==> src/rtl/alu_cmd_sequencer.sv <==
// rtl/alu_cmd_sequencer.sv - command/response sequencer driving an 8-bit combinational ALU core
//
// Purpose:
//   Accepts ALU commands over a valid/ready interface, registers the opcode
//   and operands that feed an external combinational ALU core, captures the
//   core result one cycle later and presents it over a valid/ready response
//   interface. An accumulator holds the last legal result so operation
//   chains can feed it back as operand A.
//
// Ports:
//   clk, rst                  clock (rising edge), asynchronous active-high reset
//   cmd_valid/cmd_ready       command handshake
//   cmd_op, cmd_a, cmd_b      opcode and operands
//   cmd_use_acc               take operand A from the accumulator
//   alu_choice, alu_a, alu_b  registered inputs to the ALU core
//   alu_result, alu_carry,
//   alu_borrow                outputs of the ALU core
//   rsp_valid/rsp_ready       response handshake
//   rsp_result, rsp_carry,
//   rsp_borrow, rsp_zero,
//   rsp_err                   captured response fields
//   acc                       accumulator
//   op_count                  completed responses, saturating at 16'hFFFF

module alu_cmd_sequencer #(
  parameter logic [7:0] ACC_INIT = 8'h00,
  parameter int         MAX_OP   = 19
) (
  input  logic        clk,
  input  logic        rst,
  input  logic        cmd_valid,
  output logic        cmd_ready,
  input  logic [4:0]  cmd_op,
  input  logic [7:0]  cmd_a,
  input  logic [7:0]  cmd_b,
  input  logic        cmd_use_acc,
  output logic [4:0]  alu_choice,
  output logic [7:0]  alu_a,
  output logic [7:0]  alu_b,
  input  logic [7:0]  alu_result,
  input  logic        alu_carry,
  input  logic        alu_borrow,
  output logic        rsp_valid,
  input  logic        rsp_ready,
  output logic [7:0]  rsp_result,
  output logic        rsp_carry,
  output logic        rsp_borrow,
  output logic        rsp_zero,
  output logic        rsp_err,
  output logic [7:0]  acc,
  output logic [15:0] op_count
);

  localparam logic [4:0] LP_MAX_OP = 5'(MAX_OP);
  localparam logic [4:0] OP_ADD    = 5'd0;
  localparam logic [4:0] OP_SUB    = 5'd1;
  localparam logic [4:0] OP_MUL    = 5'd2;
  localparam logic [4:0] OP_INC    = 5'd15;
  localparam logic [4:0] OP_DEC    = 5'd16;

  typedef enum logic [1:0] {
    ST_IDLE = 2'd0,
    ST_EXEC = 2'd1,
    ST_RESP = 2'd2
  } state_t;

  state_t r_state;
  state_t w_next;

  logic [4:0]  r_alu_choice;
  logic [7:0]  r_alu_a;
  logic [7:0]  r_alu_b;
  logic [7:0]  r_rsp_result;
  logic        r_rsp_carry;
  logic        r_rsp_borrow;
  logic        r_rsp_zero;
  logic        r_rsp_err;
  logic [7:0]  r_acc;
  logic [15:0] r_op_count;

  logic w_accept;
  logic w_legal;
  logic w_carry_en;
  logic w_borrow_en;

  // Gated by rst so the port reads 0 throughout reset even though the
  // state register already sits in IDLE.
  assign cmd_ready   = (r_state == ST_IDLE) && !rst;
  assign rsp_valid   = (r_state == ST_RESP);
  assign w_accept    = cmd_valid && cmd_ready;
  assign w_legal     = (cmd_op <= LP_MAX_OP);

  // Only arithmetic ops whose flags are meaningful pass the core flags on;
  // everything else reports 0 whatever the core drives.
  assign w_carry_en  = (r_alu_choice == OP_ADD) || (r_alu_choice == OP_MUL) ||
                       (r_alu_choice == OP_INC);
  assign w_borrow_en = (r_alu_choice == OP_SUB) || (r_alu_choice == OP_DEC);

  always_ff @(posedge clk or posedge rst) begin
    if (rst) begin
      r_state <= ST_IDLE;
    end else begin
      r_state <= w_next;
    end
  end

  always_comb begin
    w_next = r_state;
    case (r_state)
      ST_IDLE: begin
        if (w_accept) begin
          w_next = w_legal ? ST_EXEC : ST_RESP;
        end
      end
      ST_EXEC: begin
        w_next = ST_RESP;
      end
      ST_RESP: begin
        if (rsp_ready) begin
          w_next = ST_IDLE;
        end
      end
      default: begin
        w_next = ST_IDLE;
      end
    endcase
  end

  always_ff @(posedge clk or posedge rst) begin
    if (rst) begin
      r_alu_choice <= 5'd0;
      r_alu_a      <= 8'd0;
      r_alu_b      <= 8'd0;
      r_rsp_result <= 8'd0;
      r_rsp_carry  <= 1'b0;
      r_rsp_borrow <= 1'b0;
      r_rsp_zero   <= 1'b0;
      r_rsp_err    <= 1'b0;
      r_acc        <= ACC_INIT;
      r_op_count   <= 16'd0;
    end else begin
      case (r_state)
        ST_IDLE: begin
          if (w_accept) begin
            if (w_legal) begin
              r_alu_choice <= cmd_op;
              r_alu_a      <= cmd_use_acc ? r_acc : cmd_a;
              r_alu_b      <= cmd_b;
            end else begin
              // Illegal opcode: answer directly, core inputs untouched.
              r_rsp_result <= 8'd0;
              r_rsp_carry  <= 1'b0;
              r_rsp_borrow <= 1'b0;
              r_rsp_zero   <= 1'b0;
              r_rsp_err    <= 1'b1;
            end
          end
        end
        ST_EXEC: begin
          r_rsp_result <= alu_result;
          r_rsp_carry  <= w_carry_en && alu_carry;
          r_rsp_borrow <= w_borrow_en && alu_borrow;
          r_rsp_zero   <= (alu_result == 8'd0);
          r_rsp_err    <= 1'b0;
          r_acc        <= alu_result;
        end
        ST_RESP: begin
          if (rsp_ready && (r_op_count != 16'hFFFF)) begin
            r_op_count <= r_op_count + 16'd1;
          end
        end
        default: begin
        end
      endcase
    end
  end

  assign alu_choice = r_alu_choice;
  assign alu_a      = r_alu_a;
  assign alu_b      = r_alu_b;
  assign rsp_result = r_rsp_result;
  assign rsp_carry  = r_rsp_carry;
  assign rsp_borrow = r_rsp_borrow;
  assign rsp_zero   = r_rsp_zero;
  assign rsp_err    = r_rsp_err;
  assign acc        = r_acc;
  assign op_count   = r_op_count;

endmodule

==> config.mk <==
export PLATFORM = sky130hd
export DESIGN_NAME = alu_cmd_sequencer
export DESIGN_NICKNAME = d
export VERILOG_FILES = /design/src/rtl/alu_cmd_sequencer.sv
export SDC_FILE = /design/constraint.sdc
export NUM_CORES = 1
export LEC_CHECK = 0
export BUFFER_PORTS_ARGS = -buffer_cell sky130_fd_sc_hd__buf_2
export CAP_MARGIN = 10
export CELL_PAD_IN_SITES_DETAIL_PLACEMENT = 0
export CELL_PAD_IN_SITES_GLOBAL_PLACEMENT = 1
export CORE_ASPECT_RATIO = 0.7
export CORE_UTILIZATION = 34
export DETAILED_ROUTE_END_ITERATION = 16
export GPL_TIMING_DRIVEN = 0
export HOLD_SLACK_MARGIN = 0.1
export PLACE_DENSITY = 0.86
export REMOVE_ABC_BUFFERS = 1
export SYNTH_ARGS = -nofsm -noshare
export SYNTH_HDL_FRONTEND = slang
export SYNTH_SLANG_ARGS = --single-unit
export TNS_END_PERCENT = 5
==> constraint.sdc <==
create_clock -name clk -period 1.8 [get_ports clk]
set_input_delay 0.27 -clock clk [delete_from_list [all_inputs] [get_ports clk]]
set_output_delay 0.27 -clock clk [all_outputs]
set_load 0.03 [all_outputs]
Word-level counts from Yosys, hierarchy flattened
Cells that the tools add are included.
{ "word_totals": {"register_bits": 59, "input_bits": 36, "output_inout_bits": 59, "word_cells": 56} }
{ "classes": {"add_sub_neg": 1, "magnitude_cmp": 1, "eq_ne": 10, "muxes": 16, "reduce_logical": 17} }
{ "op_table": {"columns": ["cell", "n"], "rows": [
  ["$mux W8", 3],
  ["$add A16 B1 Y16 const B", 1],
  ["$ne A16 B16 Y1 const B", 1],
  ["$pmux W8 S2", 1],
  ["$logic_not A8 Y1", 1],
  ["$pmux W1 S2", 4],
  ["$mux W2", 3],
  ["$pmux W2 S3", 1],
  ["$reduce_and A3 Y1", 2],
  ["$eq A5 B1 Y1 const B", 1],
  ["$eq A5 B2 Y1 const B", 1],
  ["$eq A5 B4 Y1 const B", 1],
  ["$eq A5 B5 Y1 const B", 1],
  ["$le A5 B5 Y1 const B", 1],
  ["$logic_and A1 B1 Y1", 5],
  ["$logic_not A5 Y1", 1],
  ["$mux W1", 4],
  ["$ne A2 B2 Y1 const B", 2],
  ["$reduce_and A2 Y1", 2],
  ["$logic_or A1 B1 Y1", 3],
  ["$eq A2 B1 Y1 const B", 1],
  ["$eq A2 B2 Y1 const B", 1],
  ["$logic_not A2 Y1", 1],
  ["$ne A2 B1 Y1 const B", 1],
  ["other kinds (2)", 2]
]} }

Logic depth before layout (Yosys ltp)
{ "depth": {"word_depth": 5, "mapped_depth": 6, "ltp_nobuf": 5} }

Worst setup path after synthesis
Ideal clock, no wire load.
{ "synth_path": {"kind": "register -> register", "from": "register r_state[1]", "to": "register r_alu_a[0], in the netlist alu_a[0]", "setup_time_ns": 0.135, "arrival_ns": 1.970, "t_required_ns": 1.665, "setup_slack_ns": -0.305, "stages_incl_launch_ff": 7, "path_buffers": 2, "synth_period_minus_slack_ns": 2.105, "path_cell_list": "dfrtp_1 > nor3_1 > nand3_1 > clkbuf_1 > clkbuf_1 > nand2_1 > o21ai_1"} }
{ "synth_via": {"elab_chain_cells": 4} }
{ "synth_rtl": {"columns": ["item", "line", "source"], "rows": [
  ["start: declaration", "67", "state_t r_state;"],
  ["start signal: assignment", "103", "r_state <= w_next;"],
  ["$logic_not A2 Y1", "88", "assign cmd_ready = (r_state == ST_IDLE) && !rst;"],
  ["$logic_and A1 B1 Y1", "88", null],
  ["net cmd_ready", "32", "output logic cmd_ready,"],
  ["$logic_and A1 B1 Y1", "90", "assign w_accept = cmd_valid && cmd_ready;"],
  ["$reduce_and A3 Y1 (no line)", null, null],
  ["end signal: assignment", "147", "r_alu_a <= cmd_use_acc ? r_acc : cmd_a;"],
  ["end: declaration", "71", "logic [7:0] r_alu_a;"]
]} }
The timed path passes the listed nets, and every way through them passes these cells.
A chain may end at the register's enable or synchronous reset.

Worst setup path after layout
{ "layout_path": {"from": "register r_op_count[1], in the netlist op_count[1]", "to": "register r_op_count[10], in the netlist op_count[10]"} }
{ "layout_via": {"elab_chain_cells": 3, "elab_cells_between_ends": 4, "cone_classes": "add/sub: 1; eq/ne: 1; reduce/logical: 2"} }
{ "layout_rtl": {"columns": ["item", "line", "source"], "rows": [
  ["start: declaration", "79", "logic [15:0] r_op_count;"],
  ["start signal: assignment", "169", "r_op_count <= r_op_count + 16'd1;"],
  ["branches (longest 3 deep; another with $add A16 B1 Y16)", null, null]
]} }
Parallel ways; which one is timed is not known.

==> results.cfg <==
[logic_synthesis]
synth_area_leaders = sky130_fd_sc_hd__dfrtp_1, sky130_fd_sc_hd__mux2_1, sky130_fd_sc_hd__mux2i_1, sky130_fd_sc_hd__a22o_1, sky130_fd_sc_hd__xnor2_1
netlist_area_um2 = 2500
synth_top_family_by_area = multiplexers
yosys.area_share.xor_xnor_pct = 4.20
yosys_most_used_dff = sky130_fd_sc_hd__dfrtp_1
synth.area.mux_share_pct = 13.9
synth.largest_area_cell = sky130_fd_sc_hd__dfrtp_1
ys_top_cells_by_count = sky130_fd_sc_hd__dfrtp_1, sky130_fd_sc_hd__mux2_1, sky130_fd_sc_hd__nand2_1
netlist_instances = 200
synth_cell_types = 38
postSynth.asyncResetShare_pct = 100
synthMostInstantiatedCell = sky130_fd_sc_hd__dfrtp_1
synth-edff-count = 0
yosysWarningCount = 0
synth_top_cell_area_share_pct = 58.9
synth-adder-area-share_pct = 0.500
synth.yosys.seq_area_share_pct = 58.9
yosys.area_share.simple_pct = 13.5
synth.ff_latch_count = 59
area_fraction_in_compound_gates_after_synthesis_pct = 7.09
post_synth.cell_area_avg_um2 = 12.5

[global_route]
grt.met1_usage_pct = 24.3
first_global_vias = 1890
global_route.usage.met2_pct = 25.2
grt_antenna_before_repair = 0
grt_pass1_wl_um = 9860
global_route.peak_usage_layer = met2
aggregate_global_routing_overflow = 0
grtUsageTotal_pct = 17.2
maximum_number_of_pins_on_one_net_before_global_route_repair = 31
groute.layer.met3.usage_pct = 4.97

[worst_setup_path]
critical_path.startpoint_type = flop
timing.critical_path.fanout_max = 6
critPathCaptureType = flop
worst_setup_path_startpoint = op_count[1]$_DFFE_PP0P_
ff2ff_path_depth = 5
worstSetupEndpoint = op_count[10]$_DFFE_PP0P_
rr_startpoint = op_count[1]$_DFFE_PP0P_
cpMaxStageDelayCell = sky130_fd_sc_hd__or4_4
crit-reg2reg-capture = op_count[10]$_DFFE_PP0P_
cp.arrival_ns = 2.02
worst-endpoint-required_ns = 2.01
critical_path_cell_list = ha_4 -> nand4_1 -> or4_4 -> and4_4 -> xor2_1
flop2flop_setup_slack_ns = -0.005
timing_worst_setup_path_type = flop to flop
critPathMaxStageDelay_ns = 0.63

[status]
violations_in_the_final_reports = setup timing
status = complete, but fails checks

[sta]
timing.slew.headroom_pct = 53.5
fmaxAchievable_mhz = 554
final_period_minus_worst_setup_slack_ns = 1.80
fin_worst_hold_slack_ns = 0.150
worst_slew_pin_slew_ns = 0.693
finalClockSkew_ns = 0.00375
max_slew_violation_count = 0
final_hold_viol_count = 0
rsz0062_at_grt = yes
setup_slack_ns = -0.00490
final.period_utilization_pct = 100
setup_violations = 1

[drt]
drt_first_pass_iters = 4
remaining_antenna_violation_count = 0
post_drt_via_cell_ratio = 4.88
routedWlPerCell_um = 15.4
via_count = 1968
drt-initial-drc-count = 76
postRouteWirelength_um = 6230
drc_errors = 0

[worst_hold_path]
hp-class = input pin to flop

[place]
placedInstanceArea_um2 = 3080
place.detailed.hpwl_um = 4310
place_ws_ns = -0.691
routabilityCongestion = 0.732
port_buffers = 94

[layout]
fillers = 646
fin_area_um2 = 3380
multi_input_comb_area_um2 = 1070
antennaDiodeCount = 0
final_layout_net_count = 342
final_layout_size_suffix_gt1_share_pct = 42.7
synthToLayoutAreaGrowth_pct = 35.0
sequential_cell_area_um2 = 1480

[clocking]
cts_max_path_bufs = 2
cts.htree.levels = 3
cts_buffers = 9
clkSinkCount = 59
cts.root.buffer_cell = sky130_fd_sc_hd__clkbuf_8
clkSlewWorstSetupHoldPaths_ns = 0.06
cts_tree = built
insertion_delay_ns = 0.33

[power]
power-per-cell-area_nw_per_um2 = 1390
finalPower_mw = 4.69
power.leakage_nw = 1.70
power.ir.vdd_worst_uv = 549

[floorplanning]
die_width_um = 105
core_um2 = 6940
design.die.area_um2 = 7720
floorplan.rows = 25
pin_count = 95
die_y_um = 73.8
initial_utilization_pct = 36.1

[run]
max_capacitance_violation_count = 0
[per-layer routing]
metal	vias to the layer above	wire (um)
met5	-	0
met4	0	112
met3	11	318
met2	63	2710
met1	952	3090
li1	942	-
[timing repair]
| item | in CTS | in global routing |
|---|---|---|
| gates resized for setup | 12 | 5 |
| endpoints found under the hold margin | 29 | 0 |
| setup endpoints to repair | 41 | 15 |
| pin swaps | 2 | 2 |
| cloned | 1 | 0 |
| buffers inserted | 1 | 4 |
| hold buffers | 1 | 0 |
[where the power goes]
group / total [mW] / internal, mW / leakage, nW / switching [mW]
sequential: 1.97 / 1.68 / 0.743 / 0.289
clock: 0.994 / 0.522 / 0.0860 / 0.472
combinational: 1.73 / 0.584 / 0.874 / 1.15
[sequential cells by signal (all words and copies together) (netlist names)]
signal	flops
rsp_result	8
r_state	2
rsp_borrow	1
op_count	16
rsp_carry	1
alu_choice	5
acc	8
rsp_err	1
rsp_zero	1
alu_b	8
alu_a	8
[stage by stage]
| step | setup TNS, ns | cells | util [%] |
|---|---|---|---|
| global placement | -66.94 | 380 | 44.1 |
| global route | -0.108 | 403 | 48.7 |
| CTS | -0.0262 | 399 | 47.9 |
| floorplan | -20.02 | 192 | - |
| detailed placement | -16.16 | 381 | 44.4 |
| finish | -0.00490 | 403 | 48.7 |
[area by class of cell]
class                   count  area share [%]
inverters                   4           0.444
repair buffers            101            15.9
flip-flops and latches     59            43.7
multi-input cells         130            31.7
clock buffers              12            4.29
clock inverters             3           0.444
well taps                  94            3.48
[kinds of logic after synthesis]
group                    after synthesis
flip-flops                            59
AND/OR/NAND/NOR                       59
XOR/XNOR                              12
multiplexers                          32
buffers and inverters                 12
adder cells (fa/ha/maj)                1
AO/OA/AOI/OAI                         25
[how the worst min path moves through the flow]
stage | from | slack, ns | cells after the start | to
global placement | alu_a[7]$_DFFE_PP0P_ | 0.46 | 2 | alu_a[7]$_DFFE_PP0P_
global route | cmd_b[4] | 0.14 | 2 | alu_b[4]$_DFFE_PP0P_
detailed placement | rst | 0.42 | 2 | r_state[0]$_DFFE_PP0P_
floorplan | rsp_ready | 0.36 | 1 | r_state[1]$_DFFE_PP0P_
CTS | cmd_b[4] | 0.14 | 2 | alu_b[4]$_DFFE_PP0P_
finish | cmd_b[6] | 0.15 | 2 | alu_b[6]$_DFFE_PP0P_
[critical path: cells and delay by family, from the launching register on]
family | cells | cell delay (ns)
xor+xnor | 1 | 0.13
simple gates | 3 | 1.01
fa+ha+maj | 1 | 0.16
flops | 1 | 0.39
[placed cells by master (no fill, tap or decap), types with 2 or more instances in the layout]
master	synthesis	layout
sky130_fd_sc_hd__buf_2	1	94
sky130_fd_sc_hd__dfrtp_1	59	57
sky130_fd_sc_hd__mux2_1	22	22
sky130_fd_sc_hd__nand2_1	13	13
sky130_fd_sc_hd__o21ai_1	10	10
sky130_fd_sc_hd__clkbuf_8	0	10
sky130_fd_sc_hd__mux2i_1	9	9
sky130_fd_sc_hd__a22o_1	8	8
sky130_fd_sc_hd__nand4_1	7	7
sky130_fd_sc_hd__nor2_1	10	7
sky130_fd_sc_hd__xnor2_1	7	7
sky130_fd_sc_hd__nand3_1	7	6
sky130_fd_sc_hd__xor2_1	5	5
sky130_fd_sc_hd__buf_4	0	5
sky130_fd_sc_hd__nor4_1	5	4
sky130_fd_sc_hd__a32o_1	3	3
sky130_fd_sc_hd__clkinv_2	0	3
sky130_fd_sc_hd__nor2_2	0	2
sky130_fd_sc_hd__nor2b_1	3	2
sky130_fd_sc_hd__inv_2	1	2
sky130_fd_sc_hd__inv_1	3	2
sky130_fd_sc_hd__clkbuf_1	4	2
sky130_fd_sc_hd__dfrtp_2	0	2
Power figures use the tool's default switching activity.
